### config.mk
export PLATFORM = sky130hd
export DESIGN_NAME = polar_ecc_sched
export DESIGN_NICKNAME = d
export VERILOG_FILES = /design/src/rtl/polar_ecc_sched.sv
export SDC_FILE = /design/constraint.sdc
export NUM_CORES = 1
export LEC_CHECK = 0
export ABC_AREA = 1
export ABC_CLOCK_PERIOD_IN_PS = 4200
export CAP_MARGIN = 40
export CORE_UTILIZATION = 40
export CTS_BUF_LIST = sky130_fd_sc_hd__clkbuf_4
export CTS_CLUSTER_DIAMETER = 200
export DETAILED_ROUTE_END_ITERATION = 6
export GPL_TIMING_DRIVEN = 0
export PLACE_DENSITY = 0.71
export SKIP_LAST_GASP = 1
export SLEW_MARGIN = 5
export SYNTH_ARGS = -nofsm -noshare
export SYNTH_HDL_FRONTEND = slang
export SYNTH_SLANG_ARGS = --single-unit
### constraint.sdc
create_clock -name clk -period 4.2 [get_ports clk]
set_input_delay 1.26 -clock clk [delete_from_list [all_inputs] [get_ports clk]]
set_output_delay 1.26 -clock clk [all_outputs]
set_load 0.05 [all_outputs]
### src/rtl/polar_ecc_sched.sv
// ---------------------------------------------------------------------------
// polar_ecc_sched
//
// Arbitrates two requesters onto one shared polar ECC engine. Only one
// transaction is in flight at a time. Each transaction goes through
// IDLE -> ISSUE -> WAIT -> RESP and then returns to IDLE.
//
// A request is either an encode of DATA_WIDTH bits into a 16-bit codeword,
// or a decode of a 16-bit codeword into DATA_WIDTH bits plus an error flag.
//
// Ports
//   clk, rst            clock (rising edge) and asynchronous active-high reset
//   req_valid[1:0]      per-requester request valid
//   req_op[1:0]         per-requester op: 0 = encode, 1 = decode
//   req_data0/1[15:0]   per-requester payload
//   req_ready[1:0]      per-requester accept strobe (combinational)
//   rsp_valid/id/data/err, rsp_ready   response handshake to the consumer
//   eng_encode_en, eng_decode_en       one-cycle engine op strobes
//   eng_data_in, eng_codeword_in       engine operands
//   eng_codeword_out, eng_data_out, eng_error_detected   engine results
//   ops_done[15:0]      saturating count of completed response handoffs
// ---------------------------------------------------------------------------
module polar_ecc_sched #(
    parameter int DATA_WIDTH  = 8,
    parameter int ENG_LATENCY = 1
) (
    input  logic                  clk,
    input  logic                  rst,
    input  logic [1:0]            req_valid,
    input  logic [1:0]            req_op,
    input  logic [15:0]           req_data0,
    input  logic [15:0]           req_data1,
    output logic [1:0]            req_ready,
    output logic                  rsp_valid,
    output logic                  rsp_id,
    output logic [15:0]           rsp_data,
    output logic                  rsp_err,
    input  logic                  rsp_ready,
    output logic                  eng_encode_en,
    output logic                  eng_decode_en,
    output logic [DATA_WIDTH-1:0] eng_data_in,
    output logic [15:0]           eng_codeword_in,
    input  logic [15:0]           eng_codeword_out,
    input  logic [DATA_WIDTH-1:0] eng_data_out,
    input  logic                  eng_error_detected,
    output logic [15:0]           ops_done
);

    localparam logic [1:0] IDLE  = 2'd0;
    localparam logic [1:0] ISSUE = 2'd1;
    localparam logic [1:0] WAIT  = 2'd2;
    localparam logic [1:0] RESP  = 2'd3;

    localparam logic [3:0] WAIT_LOAD = 4'(ENG_LATENCY);

    logic [1:0]  state;
    logic        ptr;        // requester that wins when both are valid
    logic [3:0]  wait_cnt;
    logic        op_p0;      // latched op of the transaction in flight
    logic        id_p0;      // latched requester index
    logic        gnt_id;
    logic        hs;
    logic [15:0] gnt_payload;

    // Counter that sticks at all-ones instead of wrapping.
    function automatic logic [15:0] sat_inc16(input logic [15:0] v);
        return (v == 16'hFFFF) ? v : v + 16'd1;
    endfunction

    // Grant selection: the pointer only matters when both requesters contend.
    always_comb begin
        gnt_id = ptr;
        if (req_valid == 2'b01) begin
            gnt_id = 1'b0;
        end else if (req_valid == 2'b10) begin
            gnt_id = 1'b1;
        end
        gnt_payload = gnt_id ? req_data1 : req_data0;
        hs          = (state == IDLE) && (req_valid != 2'b00);
        req_ready   = 2'b00;
        if (hs) begin
            req_ready[gnt_id] = 1'b1;
        end
    end

    always_ff @(posedge clk or posedge rst) begin
        if (rst) begin
            state           <= IDLE;
            ptr             <= 1'b0;
            wait_cnt        <= 4'd0;
            op_p0           <= 1'b0;
            id_p0           <= 1'b0;
            rsp_valid       <= 1'b0;
            rsp_id          <= 1'b0;
            rsp_data        <= 16'd0;
            rsp_err         <= 1'b0;
            eng_encode_en   <= 1'b0;
            eng_decode_en   <= 1'b0;
            eng_data_in     <= '0;
            eng_codeword_in <= 16'd0;
            ops_done        <= 16'd0;
        end else begin
            case (state)
                // Stage boundary: request capture, engine operands loaded
                // so the strobe is visible for the whole ISSUE cycle.
                IDLE: begin
                    if (hs) begin
                        state <= ISSUE;
                        op_p0 <= req_op[gnt_id];
                        id_p0 <= gnt_id;
                        ptr   <= ~gnt_id;
                        if (req_op[gnt_id]) begin
                            eng_decode_en   <= 1'b1;
                            eng_codeword_in <= gnt_payload;
                        end else begin
                            eng_encode_en <= 1'b1;
                            eng_data_in   <= gnt_payload[DATA_WIDTH-1:0];
                        end
                    end
                end
                // Stage boundary: strobe drops, engine latency timer starts.
                ISSUE: begin
                    eng_encode_en <= 1'b0;
                    eng_decode_en <= 1'b0;
                    wait_cnt      <= WAIT_LOAD;
                    state         <= WAIT;
                end
                // Stage boundary: engine result captured on the last WAIT edge.
                WAIT: begin
                    if (wait_cnt <= 4'd1) begin
                        wait_cnt  <= 4'd0;
                        state     <= RESP;
                        rsp_valid <= 1'b1;
                        rsp_id    <= id_p0;
                        if (op_p0) begin
                            rsp_data <= 16'(eng_data_out);
                            rsp_err  <= eng_error_detected;
                        end else begin
                            rsp_data <= eng_codeword_out;
                            rsp_err  <= 1'b0;
                        end
                    end else begin
                        wait_cnt <= wait_cnt - 4'd1;
                    end
                end
                // Stage boundary: response held until the consumer takes it.
                RESP: begin
                    if (rsp_ready) begin
                        rsp_valid <= 1'b0;
                        ops_done  <= sat_inc16(ops_done);
                        state     <= IDLE;
                    end
                end
                default: state <= IDLE;
            endcase
        end
    end

endmodule

# Word level (Yosys, flattened, before mapping)
# Index checks and enable logic that the tools add are counted.
dict set report word_totals {
  ff_bits 70
  in_bits 64
  out_inout_bits 63
  wordCells 74
}
dict set report op_classes {
  add_sub_neg 2
  magnitude_cmp 3
  n_eq_ne 11
  n_mux 25
  bitwise 3
  reduce_logical 16
}
# operator count
set ops {}
lappend ops {{16-bit two-way mux} 2}
lappend ops {{3-bit AND reduction} 7}
lappend ops {{16-bit by 1-bit adder with 16-bit output, second input constant} 1}
lappend ops {{16-bit equality test, second input constant} 1}
lappend ops {{1-bit two-way mux} 12}
lappend ops {{2-bit two-way mux} 4}
lappend ops {{2-bit != test, second input constant} 4}
lappend ops {{2-bit one-hot mux with 4 select lines} 1}
lappend ops {{4-bit one-hot mux with 2 select lines} 1}
lappend ops {{2-bit nonzero test} 4}
lappend ops {{2-bit equality test, second input constant} 3}
lappend ops {{1-bit one-hot mux with 2 select lines} 3}
lappend ops {{2-bit by 1-bit equality test with 1-bit output, second input constant} 2}
lappend ops {{4-bit by 1-bit <= comparator with 1-bit output, second input constant} 1}
lappend ops {{4-bit two-way mux} 1}
lappend ops {{2-bit AND reduction} 2}
lappend ops {{4-bit by 1-bit subtractor with 4-bit output, second input constant} 1}
lappend ops {{1-bit NOT} 3}
lappend ops {{1-bit logical AND} 2}
lappend ops {{2-bit logical NOT} 1}
lappend ops {{1-bit by 2-bit less-than comparator with 1-bit output, second input constant} 1}
lappend ops {{2-bit by 1-bit != test with 1-bit output, second input constant} 1}
lappend ops {{1-bit demux with 1-bit select} 1}
lappend ops {{1-bit greater-or-equal comparator, second input constant} 1}

# Depth between registers and ports, before layout
dict set report depth {
  depth_word 8
  ltp_mapped 11
  depth_no_buf 9
}

# Least setup slack after synthesis
# OpenSTA, ideal clock, no wires.
dict set report synth_timing {
  path_kind {in2out}
  start {input req_valid[1]}
  end {output req_ready[1]}
  arrival_time_ns 2.427
  t_required_ns 2.940
  setup_slack_ns 0.513
  path_stages 6
  cell_sequence {nand2_1 -> nand2_2 -> nand2_1 -> buf_6 -> buf_2 -> nor2_1}
}
dict set report synth_between {
  elab_chain_len 8
  word_cells_on_any_way 12
  classes_between {order compare: 2; eq/ne: 2; mux: 5; reduce/logical: 3}
}
# element line
set synth_rtl {}
lappend synth_rtl {{start: declaration} 29} ;# input logic [1:0] req_valid,
lappend synth_rtl {{2-bit equality test} 75} ;# end else if (req_valid == 2'b10) begin
lappend synth_rtl {{1-bit two-way mux} 75}
lappend synth_rtl {{1-bit two-way mux} 73} ;# if (req_valid == 2'b01) begin
lappend synth_rtl {{1-bit by 2-bit less-than comparator with 1-bit output (not written as such) or 1-bit greater-or-equal comparator (tied branches)} 82} ;# req_ready[gnt_id] = 1'b1;
lappend synth_rtl {{1-bit logical AND (not written as such)} 82}
lappend synth_rtl {{1-bit two-way mux (not written as such)} 82}
lappend synth_rtl {{1-bit demux with 1-bit select} 82}
lappend synth_rtl {{2-bit two-way mux (*)} 81} ;# if (hs) begin
lappend synth_rtl {{end: declaration} 33} ;# output logic [1:0] req_ready,
# Every way passes the cells marked *; elsewhere a longest branch is shown, timed or not.

# Worst setup path in the final report
dict set report layout_timing {
  start {input req_valid[1]}
  end {output req_ready[0]}
}
# Same word-level chain as after synthesis.

==> run_results.csv <==
group,metric,value,unit
run_status,status,"completed",
routing,routed_wl,8.89,mm
global_route,grt_pass1_wl,15.3,mm
global_route,grt_max_degree,47,
clock_network,ctsLongestPathBuffers,2,
clock_network,worstSkewPairLatency,0.39,ns
floorplanning,die_area,9440,sq um
floorplanning,ios,127,
critical_path,worstPathRequired,2.94,ns
sta,hold_viol,0,
finish,mostFrequentLayoutCells,"244 x nand2_1, 125 x clkdlybuf4s50_1, 70 x dfrtp_1",
critical_path,reg2reg_depth,9,
clock_network,htreeDepth,3,
sta,fmax,0.243,GHz
finish,nets,689,
routing,wl_per_cell,12.2,microns
sta,final-setup-viol-count,0,
routing,drt_pass1_iterations,4,
clock_network,cts.clk_slew.worst_paths,0.10,ns
placement,routabilityCongestion,0.812,
finish,final_cells,729,
sta,fin_worst_skew,0.00844,ns
sta,post-route-period-util,0.980,
critical_path,worstSetupPathType,"input port to output pin",
critical_path,worstReg2RegEnd,"eng_codeword_in[2]",
global_route,grt_overflow,0,
sta,slew_headroom,0.646,
yosys,yosys_warnings,0,
global_route,grt_use_total,0.199,
finish,final_core_util,0.586,
yosys,synth-seq-cells,70,
critical_path,crit_top_cell,"clkdlybuf4s50_1",
yosys,ys_types,30,
yosys,syn_inst,479,
yosys,synth_top_area_cell,"dfrtp_1",
critical_path,worst_setup_path_end_kind,"output pin",
routing,ant_nets,0,
floorplanning,die_x,97.1,microns
placement,dp_hpwl,6.71,mm
clock_network,cts_buffers,9,
critical_path,cp_slowest_cell,"clkdlybuf4s50_1",
yosys,synth_area_leaders,"dfrtp_1 48%, nand2_1 25%, inv_1 3.2%, nand3_1 3.2%, o21ai_0 2.9%",
finish,drive_gt1_frac,0.0806,
global_route,grt_pass1_vias,3449,
yosys,synth_fp_nets,551,
sta,tightest_slew,0.529,ns
pwr,leakage,0.00252,uW
clock_network,cts_tree,"yes",
hold_path,hold_depth,2,
placement,portBuffers,126,
pwr,powerDensity,698,nW/um^2
placement,dp_cells,714,
floorplanning,core_region_area,8760,sq um
yosys,netlist.area_leader.share,0.484,
sta,final.setup.tns,0,ns
clock_network,cts.sink_count,70,
finish,syn2layout_area_growth,41.8,%
clock_network,ctsRootBufferMaster,"clkbuf_4",
critical_path,crit_chain,"clkdlybuf4s50_1, nand2_1, nand2_2, nor2_1, clkdlybuf4s50_1",
hold_path,worstHoldPathType,"flip-flop to flip-flop",
critical_path,rrSetupSlack,2.42,ns
sta,slew_viol_final,0,
floorplanning,core.rowCount,34,
yosys,synth_seq_area_share,0.484,
yosys,synth_area_per_cell,7.56,sq um
hold_path,hold_start,"eng_codeword_in[6]",
sta,period_minus_slack,4.12,ns
finish,layout_commonest_cell,"nand2_1",
critical_path,critPathArrivalTime,2.86,ns
critical_path,slowest_delay,0.84,ns
routing,drtIter0Drc,106,
floorplanning,die_h,97.1,microns
routing,drt_drc_violations_left,0,
sta,rsz0062_at_grt,"false",
critical_path,path_max_fanout,5,
routing,post_drt_via_cell_ratio,4.71,
run,maxCapViolations,0,
global_route,antenna_found_initial,1,
critical_path,regToRegStartpoint,"state[0]",
critical_path,critPathLaunchType,"input port",
hold_path,whs_endpoint,"eng_codeword_in[6]",
routing,via_count,3431,
pwr,ir_drop,0.413,mV
yosys,syn_area,3620,sq um
floorplanning,start_util,0.413,
==> metrics by stage <==
stage / power, uW / hold slack, ns / area [sq um] / setup slack, ns
after detailed placement: 3270 / 0.466 / 5050 / -0.374
after CTS: 3630 / 0.494 / 5140 / 0.0671
after floorplan: 2560 / 0.491 / 3620 / 0.513
after global routing: 3840 / 0.517 / 5140 / 0.0232
final: 3580 / 0.489 / 5140 / 0.0833
after global placement: 3230 / 0.462 / 5020 / -0.333
==> layer usage <==
metal	part of all wire	track usage	up-vias
met5	0	0	-
met4	0.020	0.0964	0
met3	0.042	0.0338	11
met2	0.49	0.347	86
met1	0.45	0.238	1574
li1	-	-	1760
==> how the worst max path moves through the flow <==
stage            startpoint           end  slack [ns]
5_1_grt        req_valid[1]  req_ready[0]        0.02
3_3_place_gp   req_valid[1]  req_ready[1]       -0.33
4_1_cts        req_valid[1]  req_ready[1]        0.07
6_report       req_valid[1]  req_ready[0]        0.08
3_5_place_dp   req_valid[1]  req_ready[1]       -0.37
2_1_floorplan  req_valid[1]  req_ready[1]        0.51
==> critical path: cells and delay by family <==
family | cells | cell delay [ns]
simple gates | 3 | 0.31
buf+inv | 2 | 1.29
==> area by class of cell <==
| class | count | area (sq um) |
|---|---|---|
| Inverter | 37 | 141 |
| Multi-Input combinational cell | 358 | 1630 |
| Tap cell | 108 | 135 |
| Sequential cell | 70 | 1750 |
| Clock inverter | 4 | 16.3 |
| Antenna cell | 1 | 2.50 |
| Timing Repair Buffer | 127 | 1280 |
| Buffer | 14 | 96.3 |
| Clock buffer | 10 | 75.1 |
| Fill cell | 828 | 3630 |
==> power by group <==
part,total [uW],internal (uW),switching [uW]
Sequential,1080,928,155
Combinational,2160,716,1450
Clock,337,116,221
Total,3580,1760,1820
==> cell families after synthesis <==
kind of cell,synth area share
AND/OR/NAND/NOR,0.350
buffers and inverters,0.0650
AO/OA/AOI/OAI,0.0543
flip-flops,0.484
adder cells (fa/ha/maj),0.0276
XOR/XNOR,0.0193
==> Yosys cell counts (all sizes together) <==
master and n:
a21oi 5, a22oi 1, buf 13, clkbuf 1, dfrtp 70, ha 8, inv 37, nand2 245
nand3 25, nand4 8, nor2 22, o211ai 1, o21ai 25, o22ai 2, or2 8, xnor2 4
xor2 4
==> registers in the layout (all words and copies together) (netlist names), 2 cells and up <==
register	count
wait_cnt	4
eng_codeword_in	16
ops_done	16
eng_data_in	8
state	2
rsp_data	16
==> what timing repair did <==
action | in CTS | in global routing
buffers inserted | 0 | 0
setup endpoints to repair | 1 | 1
hold buffers | 0 | 0
resized for setup | 3 | 2
Note: power is estimated with default switching activity, not from simulation.
